==> src/rtl/mips_ctrl_pkg.sv <==
// rtl/mips_ctrl_pkg.sv - shared states, opcodes and control encodings for the multi-cycle controller (honours MC_IMM_OPS_EN)
package mips_ctrl_pkg;

  typedef enum logic [3:0] {
    S_FETCH     = 4'd0,
    S_DECODE    = 4'd1,
    S_MEM_ADDR  = 4'd2,
    S_MEM_READ  = 4'd3,
    S_MEM_WB    = 4'd4,
    S_MEM_WRITE = 4'd5,
    S_R_EXEC    = 4'd6,
    S_R_WB      = 4'd7,
    S_BRANCH    = 4'd8,
    S_JUMP      = 4'd9,
    S_I_EXEC    = 4'd10,
    S_I_WB      = 4'd11
  } state_t;

  localparam logic [5:0] OP_RTYPE = 6'b000000;
  localparam logic [5:0] OP_LW    = 6'b100011;
  localparam logic [5:0] OP_SW    = 6'b101011;
  localparam logic [5:0] OP_BEQ   = 6'b000100;
  localparam logic [5:0] OP_J     = 6'b000010;
  localparam logic [5:0] OP_ADDI  = 6'b001000;
  localparam logic [5:0] OP_ANDI  = 6'b001100;

  localparam logic [1:0] ALUOP_ADD   = 2'b00;
  localparam logic [1:0] ALUOP_SUB   = 2'b01;
  localparam logic [1:0] ALUOP_FUNCT = 2'b10;
  localparam logic [1:0] ALUOP_AND   = 2'b11;

  localparam logic [1:0] ALUB_REGB     = 2'b00;
  localparam logic [1:0] ALUB_FOUR     = 2'b01;
  localparam logic [1:0] ALUB_IMM      = 2'b10;
  localparam logic [1:0] ALUB_IMM_SHL2 = 2'b11;

  localparam logic [1:0] PCSRC_ALU    = 2'b00;
  localparam logic [1:0] PCSRC_ALUOUT = 2'b01;
  localparam logic [1:0] PCSRC_JUMP   = 2'b10;

  // Single source of truth for which opcodes leave DECODE on a real path.
  function automatic logic op_supported(input logic [5:0] op);
    case (op)
      OP_RTYPE, OP_LW, OP_SW, OP_BEQ, OP_J: return 1'b1;
`ifdef MC_IMM_OPS_EN
      OP_ADDI, OP_ANDI:                     return 1'b1;
`else
      OP_ADDI, OP_ANDI:                     return 1'b0;
`endif
      default:                              return 1'b0;
    endcase
  endfunction

endpackage

==> src/rtl/mc_output_decode.sv <==
// rtl/mc_output_decode.sv - combinational map from controller state to datapath controls (honours MC_IMM_OPS_EN)
module mc_output_decode
  import mips_ctrl_pkg::*;
(
  input  logic [3:0] state,
  input  logic       is_andi,
  input  logic       mem_ready,
  input  logic [5:0] opcode,
  output logic       pc_write,
  output logic       pc_write_cond,
  output logic       i_or_d,
  output logic       mem_read,
  output logic       mem_write,
  output logic       ir_write,
  output logic       mem_to_reg,
  output logic       reg_write,
  output logic       reg_dst,
  output logic       alu_src_a,
  output logic [1:0] alu_src_b,
  output logic [1:0] pc_source,
  output logic [1:0] alu_op,
  output logic       instr_done,
  output logic       illegal_op
);

`ifndef MC_IMM_OPS_EN
  logic unused_is_andi;
  assign unused_is_andi = is_andi;
`endif

  // Per-state control decode; anything not named for a state stays 0.
  always_comb begin
    pc_write      = 1'b0;
    pc_write_cond = 1'b0;
    i_or_d        = 1'b0;
    mem_read      = 1'b0;
    mem_write     = 1'b0;
    ir_write      = 1'b0;
    mem_to_reg    = 1'b0;
    reg_write     = 1'b0;
    reg_dst       = 1'b0;
    alu_src_a     = 1'b0;
    alu_src_b     = ALUB_REGB;
    pc_source     = PCSRC_ALU;
    alu_op        = ALUOP_ADD;
    instr_done    = 1'b0;
    illegal_op    = 1'b0;
    case (state_t'(state))
      S_FETCH: begin
        mem_read  = 1'b1;
        alu_src_b = ALUB_FOUR;
        ir_write  = mem_ready;
        pc_write  = mem_ready;
      end
      S_DECODE: begin
        alu_src_b = ALUB_IMM_SHL2;
        if (!op_supported(opcode)) begin
          illegal_op = 1'b1;
          instr_done = 1'b1;
        end
      end
      S_MEM_ADDR: begin
        alu_src_a = 1'b1;
        alu_src_b = ALUB_IMM;
      end
      S_MEM_READ: begin
        mem_read = 1'b1;
        i_or_d   = 1'b1;
      end
      S_MEM_WB: begin
        reg_write  = 1'b1;
        mem_to_reg = 1'b1;
        instr_done = 1'b1;
      end
      S_MEM_WRITE: begin
        mem_write  = 1'b1;
        i_or_d     = 1'b1;
        instr_done = mem_ready;
      end
      S_R_EXEC: begin
        alu_src_a = 1'b1;
        alu_op    = ALUOP_FUNCT;
      end
      S_R_WB: begin
        reg_write  = 1'b1;
        reg_dst    = 1'b1;
        instr_done = 1'b1;
      end
      S_BRANCH: begin
        alu_src_a     = 1'b1;
        alu_op        = ALUOP_SUB;
        pc_write_cond = 1'b1;
        pc_source     = PCSRC_ALUOUT;
        instr_done    = 1'b1;
      end
      S_JUMP: begin
        pc_write   = 1'b1;
        pc_source  = PCSRC_JUMP;
        instr_done = 1'b1;
      end
`ifdef MC_IMM_OPS_EN
      S_I_EXEC: begin
        alu_src_a = 1'b1;
        alu_src_b = ALUB_IMM;
        alu_op    = is_andi ? ALUOP_AND : ALUOP_ADD;
      end
      S_I_WB: begin
        reg_write  = 1'b1;
        instr_done = 1'b1;
      end
`endif
      default: begin
      end
    endcase
  end

endmodule

==> src/rtl/mips_multicycle_ctrl.sv <==
// rtl/mips_multicycle_ctrl.sv - multi-cycle MIPS main control FSM (immediate ops enabled by MC_IMM_OPS_EN)
module mips_multicycle_ctrl
  import mips_ctrl_pkg::*;
#(
  parameter int IMEM_WAIT_MAX = 0
) (
  input  logic       clk,
  input  logic       rst_n,
  input  logic [5:0] opcode,
  input  logic       zero,
  input  logic       mem_ready,
  output logic       pc_write,
  output logic       pc_write_cond,
  output logic       i_or_d,
  output logic       mem_read,
  output logic       mem_write,
  output logic       ir_write,
  output logic       mem_to_reg,
  output logic       reg_write,
  output logic       reg_dst,
  output logic       alu_src_a,
  output logic [1:0] alu_src_b,
  output logic [1:0] pc_source,
  output logic [1:0] alu_op,
  output logic       instr_done,
  output logic       illegal_op,
  output logic [3:0] state
);

  // Reserved parameter: there is no fetch timeout, stalls last as long as mem_ready is low.
  localparam int unused_imem_wait_max = IMEM_WAIT_MAX;

  // The branch condition is applied by the datapath, not by this FSM.
  logic unused_zero;
  assign unused_zero = zero;

  state_t state_q;
  state_t state_d;
  logic   is_andi;

  // State register.
  always_ff @(posedge clk or negedge rst_n) begin
    if (!rst_n) state_q <= S_FETCH;
    else        state_q <= state_d;
  end

`ifdef MC_IMM_OPS_EN
  // Capture addi/andi selection in DECODE so I_EXEC does not depend on opcode.
  always_ff @(posedge clk or negedge rst_n) begin
    if (!rst_n)                     is_andi <= 1'b0;
    else if (state_q == S_DECODE)   is_andi <= (opcode == OP_ANDI);
  end
`else
  assign is_andi = 1'b0;
`endif

  // Next-state sequencing; memory states hold until mem_ready.
  always_comb begin
    state_d = state_q;
    case (state_q)
      S_FETCH:     if (mem_ready) state_d = S_DECODE;
      S_DECODE: begin
        state_d = S_FETCH;
        case (opcode)
          OP_RTYPE:     state_d = S_R_EXEC;
          OP_LW, OP_SW: state_d = S_MEM_ADDR;
          OP_BEQ:       state_d = S_BRANCH;
          OP_J:         state_d = S_JUMP;
          default:      state_d = S_FETCH;
        endcase
`ifdef MC_IMM_OPS_EN
        if (opcode == OP_ADDI || opcode == OP_ANDI) state_d = S_I_EXEC;
`endif
      end
      S_MEM_ADDR:  state_d = (opcode == OP_SW) ? S_MEM_WRITE : S_MEM_READ;
      S_MEM_READ:  if (mem_ready) state_d = S_MEM_WB;
      S_MEM_WB:    state_d = S_FETCH;
      S_MEM_WRITE: if (mem_ready) state_d = S_FETCH;
      S_R_EXEC:    state_d = S_R_WB;
      S_R_WB:      state_d = S_FETCH;
      S_BRANCH:    state_d = S_FETCH;
      S_JUMP:      state_d = S_FETCH;
`ifdef MC_IMM_OPS_EN
      S_I_EXEC:    state_d = S_I_WB;
      S_I_WB:      state_d = S_FETCH;
`endif
      default:     state_d = S_FETCH;
    endcase
  end

  assign state = state_q;

  mc_output_decode u_decode (
    .state         (state_q),
    .is_andi       (is_andi),
    .mem_ready     (mem_ready),
    .opcode        (opcode),
    .pc_write      (pc_write),
    .pc_write_cond (pc_write_cond),
    .i_or_d        (i_or_d),
    .mem_read      (mem_read),
    .mem_write     (mem_write),
    .ir_write      (ir_write),
    .mem_to_reg    (mem_to_reg),
    .reg_write     (reg_write),
    .reg_dst       (reg_dst),
    .alu_src_a     (alu_src_a),
    .alu_src_b     (alu_src_b),
    .pc_source     (pc_source),
    .alu_op        (alu_op),
    .instr_done    (instr_done),
    .illegal_op    (illegal_op)
  );

endmodule

==> config.mk <==
export PLATFORM = sky130hd
export DESIGN_NAME = mips_multicycle_ctrl
export DESIGN_NICKNAME = d
export VERILOG_FILES = /design/src/rtl/mips_ctrl_pkg.sv /design/src/rtl/mc_output_decode.sv /design/src/rtl/mips_multicycle_ctrl.sv
export SDC_FILE = /design/constraint.sdc
export NUM_CORES = 1
export LEC_CHECK = 0
export ABC_AREA = 1
export ABC_CLOCK_PERIOD_IN_PS = 1330
export CAP_MARGIN = 10
export CORE_MARGIN = 5
export CORE_UTILIZATION = 39
export CTS_CLUSTER_DIAMETER = 30
export DETAILED_ROUTE_END_ITERATION = 6
export PLACE_DENSITY = 0.78
export SYNTH_ARGS = -nofsm -noshare
export SYNTH_HDL_FRONTEND = slang
export SYNTH_HIERARCHICAL = 1
export SYNTH_SLANG_ARGS = --single-unit
==> constraint.sdc <==
create_clock -name clk -period 1.33 [get_ports clk]
set_input_delay 0.133 -clock clk [delete_from_list [all_inputs] [get_ports clk]]
set_output_delay 0.133 -clock clk [all_outputs]
set_load 0.03 [all_outputs]
==> results of run 1 <==
[critical path, cell delays in order, from the launching register on]
cell and delay, ns:
dfrtp_2 0.45, inv_4 0.07, nor2_2 0.17, nand3_1 0.09, nand2_1 0.11, nor2_2 0.05, nand2_2 0.06, buf_6 0.12
[routing by layer]
layer	track usage	vias up	routed length, um
met5	0	-	0
li1	-	468	-
met2	0.3033	45	1251
met1	0.1836	433	972
met4	0.02979	0	41
met3	0.07101	4	195
[worst max path at each step]
stage / from / endpoint / slack, ns
after global routing: state[0] / instr_done / -0.27
after CTS: state[1] / instr_done / -0.12
after detailed placement: opcode[0] / illegal_op / -0.03
final: state[0] / instr_done / -0.17
after global placement: opcode[0] / instr_done / -0.01
after floorplan: state[2] / instr_done / -0.04
[area by class of cell]
class	instances	area (um^2)	area share
clock buffer	3	22.52	0.01873
inverter	23	96.34	0.08013
multi-input combinational	93	544.3	0.4527
sequential	4	105.1	0.08741
tap	16	20.02	0.01665
timing repair buffer	44	414.1	0.3444
[cell usage in the layout, fill, tap and decap left out, types with 2 or more instances in the layout]
master / count
inv_1: 15
nor2_2: 11
o21ai_2: 3
nand3_1: 11
nand3_2: 3
clkbuf_4: 3
nand2_4: 2
buf_6: 19
nand2_2: 4
dfrtp_2: 4
inv_2: 4
clkdlybuf4s50_1: 8
nand2_1: 26
nor2_4: 6
nor3_2: 2
clkbuf_2: 2
nor2_1: 18
buf_4: 14
inv_4: 4
[metrics by stage]
step / cell area, um^2 / util / TNS, ns
2_1_floorplan: 670.6 / - / -0.08950
3_3_place_gp: 965.9 / 0.6338 / -0.01616
3_5_place_dp: 965.9 / 0.6338 / -0.06815
4_1_cts: 1127 / 0.7397 / -1.028
5_1_grt: 1202 / 0.7890 / -3.025
6_report: 1202 / 0.7890 / -1.562
[timing repair]
action | CTS | global route
setup buffers | 8 | 1
cloned | 0 | 0
pin swaps | 3 | 6
endpoints found under the setup margin | 21 | 26
gates resized for setup | 32 | 29
hold buffers | 0 | 0
[power by group through the flow]
stage / logic (mW) / registers, mW / clock network [mW]
after floorplan: 1.05 / 0.339 / 0
after global placement: 1.67 / 0.266 / 0
after detailed placement: 1.70 / 0.267 / 0
after CTS: 2.05 / 0.252 / 0.158
after global routing: 2.43 / 0.271 / 0.184
final: 2.28 / 0.268 / 0.158
==> reports/qor.csv, run 1 <==
metric,value,unit
grtUsageTotal,0.1681,
grt_overflow_total,0,
dp_hpwl,1570,um
first_iter_violations,19,
htreeDepth,1,
n_fill_cell,115,
dpl.cell_count,171,
drv_cap,0,
row_count,14,
worstMarginPinSlew,0.2120,ns
numCtsBuffers,3,
fin_cells,183,
fin_nets,179,
worstRegToRegCells,10,
synth.avg_cell_area,5.189,um^2
antenna_found_initial,0,
numPortBuffers,30,
initial_core_util,0.4154,
grt_pass1_vias,827,
dr.pass1.iters,4,
gp_congestion,0.8287,
path_class,flop to output port,
clk_pin_slew_worst_paths,0.05,ns
p_clk_frac,0.058,
skew,0.01361,ns
setup_viol,19,
drive_above_1_share,0.5090,
setup_ws,-0.1698,ns
io_pins,32,
finalCriticalPeriod,1.500,ns
r2r-start,state[0],
cts.sinks,4,
cts_tree,built,
sw_frac_of_total,0.5643,
whs,0.08857,ns
slew_violations,0,
min_path_type,primary input to asynchronous set/reset pin,
syn_nets,132,
die_w,50.29,um
vias,950,
die_y,50.29,um
route.detailed.drc,0,
viasPerCell,5.191,
core_area,0.001524,mm^2
power.static_leakage,0.6170,nW
synth_area,633.1,um^2
violations,negative setup slack,
cp.arrival,1.37,ns
detail-route-antenna-nets,0,
max_freq,666.7,MHz
largest_reg_flops,4,
grt_pass1_wl,3408,um
min_period_over_period,1.128,
r2r_end,state[0],
r2r_setup_slack,-0.06,ns
rsz0062_at_grt,yes,
ir_drop,1186,uV
clk_path_buf_depth,2,
finalWirelength,2460,um
cellPowerDensity,2254,mW/mm^2
grt_max_degree,7,
status,"finished, violations left",
total_power,2.710,mW
worstPathRequired,1.20,ns
crit_fanout,5,
p_seq_frac,0.099,
post_drt_wl_per_cell,13.44,um
pre_cts_ws,-0.03426,ns
clock_latency,0.25,ns
syn_inst,122,
syn2layout_area_growth,89.92,%
cts-root-buf,clkbuf_4,
slew_headroom,0.8582,
dieArea,0.002529,mm^2
p_sw,1.529,mW
end_kind,output port,
start_kind,flop,
n_antenna_cell,0,
hold_violations,0,
pwr-share-comb,0.843,
yosys_warnings,6,
p_int,1.181,mW
(Power assumes the default switching activity.)
==> inputs of run 2 (changes only) <==
--- a/config.mk
+++ b/config.mk
@@ -13,6 +13,7 @@
 export CTS_CLUSTER_DIAMETER = 30
 export DETAILED_ROUTE_END_ITERATION = 6
 export PLACE_DENSITY = 0.78
+export SKIP_CTS_REPAIR_TIMING = 1
 export SYNTH_ARGS = -nofsm -noshare
 export SYNTH_HDL_FRONTEND = slang
 export SYNTH_HIERARCHICAL = 1
==> reports/qor.csv, run 2 (synthesized netlist as in run 1, its figures left out) <==
metric,value,unit,change
rsz0062_at_grt,yes,,
hold_violations,0,,unchanged
first_iter_violations,16,,-3
fin_cells,183,,unchanged
gp_congestion,0.8287,,unchanged
cts-root-buf,clkbuf_4,,
dieArea,0.002529,mm^2,unchanged
grt_max_degree,13,,+6
slew_headroom,0.7714,,-0.08675
ir_drop,1133,uV,-4.5%
row_count,14,,unchanged
slew_violations,0,,unchanged
io_pins,32,,unchanged
largest_reg_flops,4,,unchanged
finalWirelength,2307,um,-6.2%
detail-route-antenna-nets,0,,unchanged
min_period_over_period,1.183,,+0.05576
placed_area,965.9,um^2,unchanged
htreeDepth,1,,unchanged
total_power,2.561,mW,-5.5%
grt_pass1_wl,2994,um,-12%
skew,0.01021,ns,-0.003393 ns
grt_overflow_total,0,,unchanged
vias,924,,-2.7%
initial_core_util,0.4154,,unchanged
worstMarginPinSlew,0.3423,ns,+0.1302 ns
critPathLaunch,state[1],,
r2r-start,state[1],,
cp.arrival,1.44,ns,+0.07 ns
setup_ws,-0.2440,ns,-0.07416 ns
max_freq,635.3,MHz,-4.7%
final.setup.tns,-1.918,ns,-0.3559 ns
core_area,0.001524,mm^2,unchanged
fin_nets,179,,unchanged
pre_cts_ws,-0.03426,ns,unchanged
worstPathRequired,1.20,ns,about the same
start_kind,flop,,
antenna_found_initial,0,,unchanged
n_antenna_cell,0,,unchanged
dr.pass1.iters,4,,unchanged
grt_pass1_vias,759,,-8.2%
die_w,50.29,um,unchanged
min_path_type,primary input to asynchronous set/reset pin,,
numPortBuffers,30,,unchanged
end_kind,output port,,
whs,0.09877,ns,+0.01020 ns
syn2layout_area_growth,91.90,%,
drv_cap,0,,unchanged
power.static_leakage,0.6484,nW,+5.1%
n_fill_cell,110,,-4.3%
numCtsBuffers,3,,unchanged
dpl.cell_count,171,,unchanged
status,"finished, violations left",,
drive_above_1_share,0.4731,,-0.03593
dp_hpwl,1570,um,unchanged
violations,negative setup slack,,
post_drt_wl_per_cell,12.61,um,-6.2%
clock_latency,0.24,ns,about the same
clk_path_buf_depth,2,,unchanged
finalCriticalPeriod,1.574,ns,+0.07416 ns
grtUsageTotal,0.1416,,-0.02651
cellPowerDensity,2108,mW/mm^2,-6.5%
setup_viol,17,,-2
die_y,50.29,um,unchanged
route.detailed.drc,0,,unchanged
path_class,flop to output port,,
utilization,0.7972,,+0.008211
crit_fanout,8,,+3
layout_commonest_cell,nand2_1,,
cts_tree,built,,
layout_common_cells,"28 x nand2_1, 20 x nor2_1, 18 x buf_4",,
viasPerCell,5.049,,-2.7%
cts.sinks,4,,unchanged
clk_pin_slew_worst_paths,0.04,ns,about the same
finish.instance_area,0.001215,mm^2,+1.0%
-- run 2: cell count changes in the layout (fill, tap and decap cells not counted), moves of 2 or more --
cell	change
inv_4	-2
nand3_2	+2
clkbuf_2	-2
buf_6	-4
buf_4	+4
nand3_1	-2
nor2_1	+2
nand2_1	+2
dlymetal6s2s_1	+3
nor2_2	-5
nor2_4	+3
-- run 2: path summary, 6_finish.rpt --
check / end / slack (ns) / cells after the start
worst max-delay path: alu_src_b[1] / -0.24 / 4
min in group clk: state[1] / 0.70 / 4
worst min-delay path: state[3] / 0.1 / 1
max in group asynchronous: state[2] / 1.03 / 1
worst min register to register: state[0] / 0.79 / 4
worst max register to register: state[0] / -0.06 / 8
-- run 2: power breakdown --
group / internal [mW] / total [mW] / switching (mW)
Sequential: 0.167 / 0.264 / 0.0966
Clock: 0.101 / 0.152 / 0.0513
Combinational: 0.817 / 2.15 / 1.33
-- run 2: cell type report --
class | count | area (um^2) | share of cell area
Clock buffer | 3 | 22.52 | 0.01854
Inverter | 23 | 91.34 | 0.07518
Multi-Input combinational cell | 93 | 554.3 | 0.4562
Sequential cell | 4 | 105.1 | 0.08651
Tap cell | 16 | 20.02 | 0.01648
Timing Repair Buffer | 44 | 421.7 | 0.3471
-- run 2: worst max-delay path: stages, from the launching register on --
cell      delay, ns
dfrtp_2        0.47
nor2_1         0.22
inv_1          0.16
a21boi_2       0.17
buf_4          0.18
-- run 2: per-layer routing --
metal  vias up  share of wire  GRT usage
met2        33           0.53     0.2469
li1        466              -          -
met5         -              0          0
met1       425           0.39     0.1693
met4         0              0   0.004255
met3         0          0.076    0.06213
==> inputs of run 3 (changes only) <==
--- a/config.mk
+++ b/config.mk
@@ -8,7 +8,7 @@
 export ABC_AREA = 1
 export ABC_CLOCK_PERIOD_IN_PS = 1330
 export CAP_MARGIN = 10
-export CORE_MARGIN = 5
+export CORE_MARGIN = 4
 export CORE_UTILIZATION = 39
 export CTS_CLUSTER_DIAMETER = 30
 export DETAILED_ROUTE_END_ITERATION = 6
==> reports/qor.csv, run 3 (synthesized netlist as in run 1, its figures left out) <==
metric,value,unit,change
clk_path_buf_depth,2,,unchanged
grtUsageTotal,0.1795,,+0.03794
vias,932,,+0.87%
drive_above_1_share,0.5503,,+0.07724
drv_cap,0,,unchanged
grt_max_degree,12,,-1
final.setup.tns,-1.562,ns,+0.3560 ns
path_class,flop to output port,,
clk_pin_slew_worst_paths,0.04,ns,about the same
ir_drop,1208,uV,+6.6%
violations,negative setup slack,,
multi_input_area,576.8,um^2,+4.1%
cts-root-buf,clkbuf_4,,
fin_cells,185,,+1.1%
n_fill_cell,99,,-10%
grt_pass1_wl,2946,um,-1.6%
worstRegToRegCells,9,,+1
setup_viol,20,,+3
slew_headroom,0.7835,,+0.01208
register_area,105.1,um^2,unchanged
first_iter_violations,13,,-3
crit_fanout,7,,-1
post_drt_wl_per_cell,13.04,um,+3.4%
n_antenna_cell,0,,unchanged
finalCriticalPeriod,1.479,ns,-0.09510 ns
gp_congestion,0.8678,,+4.7%
cts.sinks,4,,unchanged
numCtsBuffers,3,,unchanged
r2r_setup_slack,-0.04,ns,+0.02 ns
numPortBuffers,30,,unchanged
dpl.cell_count,172,,+0.58%
pre_cts_ws,-0.03171,ns,+0.002548 ns
core_area,0.001524,mm^2,unchanged
cts_tree,built,,
clock_latency,0.25,ns,about the same
route.detailed.drc,0,,unchanged
skew,0.006824,ns,-0.003390 ns
antenna_found_initial,0,,unchanged
syn2layout_area_growth,97.43,%,
finalWirelength,2412,um,+4.6%
placed_area,973.4,um^2,+0.78%
status,"finished, violations left",,
max_freq,676.2,MHz,+6.4%
fin_nets,181,,+1.1%
min_path_type,primary input to asynchronous set/reset pin,,
die_y,48.29,um,-4.0%
worstMarginPinSlew,0.3242,ns,-0.01808 ns
min_period_over_period,1.112,,-0.07151
die_w,48.29,um,-4.0%
layout_common_cells,"22 x nand2_1, 20 x buf_4, 17 x nor2_1",,
power.static_leakage,0.6581,nW,+1.5%
largest_reg_flops,4,,unchanged
grt_pass1_vias,743,,-2.1%
setup_ws,-0.1489,ns,+0.09510 ns
row_count,14,,unchanged
detail-route-antenna-nets,0,,unchanged
dieArea,0.002332,mm^2,-7.8%
viasPerCell,5.038,,-0.22%
io_pins,32,,unchanged
utilization,0.8202,,+0.02299
worstPathRequired,1.20,ns,about the same
rsz0062_at_grt,yes,,
initial_core_util,0.4154,,unchanged
layout_commonest_cell,nand2_1,,
dp_hpwl,1633,um,+4.0%
finish.instance_area,0.001250,mm^2,+2.9%
hold_violations,0,,unchanged
end_kind,output port,,
grt_overflow_total,0,,unchanged
dr.pass1.iters,4,,unchanged
htreeDepth,1,,unchanged
cp.arrival,1.35,ns,-0.09 ns
cellPowerDensity,2239,mW/mm^2,+6.2%
slew_violations,0,,unchanged
start_kind,flop,,
run 3: changes by cell type in the layout (fill, tap and decap cells not counted):
cell     delta
nand3_2     -1
inv_4       -1
nand2_1     -6
nor2_2      +2
inv_2       +5
buf_4       +2
inv_1       -4
nor2_4      +1
nand2_2     +6
nand3_1     +1
nor2_1      -3
run 3: final timing paths:
path	to	from
hold reg to reg	state[0]	state[0]
setup / recovery	illegal_op	state[3]
max in group asynchronous	state[3]	rst_n
min in group clk	state[0]	mem_ready
hold / removal	state[2]	rst_n
setup reg to reg	state[0]	state[2]
run 3: critical path, cell delays in order (launching register included):
cell and delay, ns:
dfrtp_2 0.48, nor2_4 0.17, nand2_2 0.07, nor2_1 0.08, nand2_1 0.08, inv_1 0.09
buf_6 0.14
run 3: power breakdown:
group	switching (mW)	internal, mW
sequential	0.102	0.167
clock	0.0632	0.102
combinational	1.38	0.983
run 3: area by class of cell:
| class | count | area share |
|---|---|---|
| multi-input combinational | 93 | 0.4615 |
| timing repair buffer | 46 | 0.3493 |
| sequential | 4 | 0.08408 |
| inverter | 23 | 0.07107 |
| clock buffer | 3 | 0.01802 |
| tap | 16 | 0.01602 |
run 3: per-layer routing:
| layer | GRT usage | vias to the layer above | routed length (um) |
|---|---|---|---|
| met1 | 0.1908 | 418 | 873 |
| li1 | - | 467 | - |
| met2 | 0.3385 | 39 | 1314 |
| met4 | 0.09140 | 0 | 70 |
| met3 | 0.02214 | 8 | 154 |
| met5 | 0 | - | 0 |
run 3: through the flow:
stage          total power, mW  hold WS, ns
6_report                 2.799      0.09664
3_3_place_gp             1.950       0.3429
2_1_floorplan            1.392      -0.1626
3_5_place_dp             1.988       0.3590
4_1_cts                  2.154       0.1024
5_1_grt                  2.981       0.1162
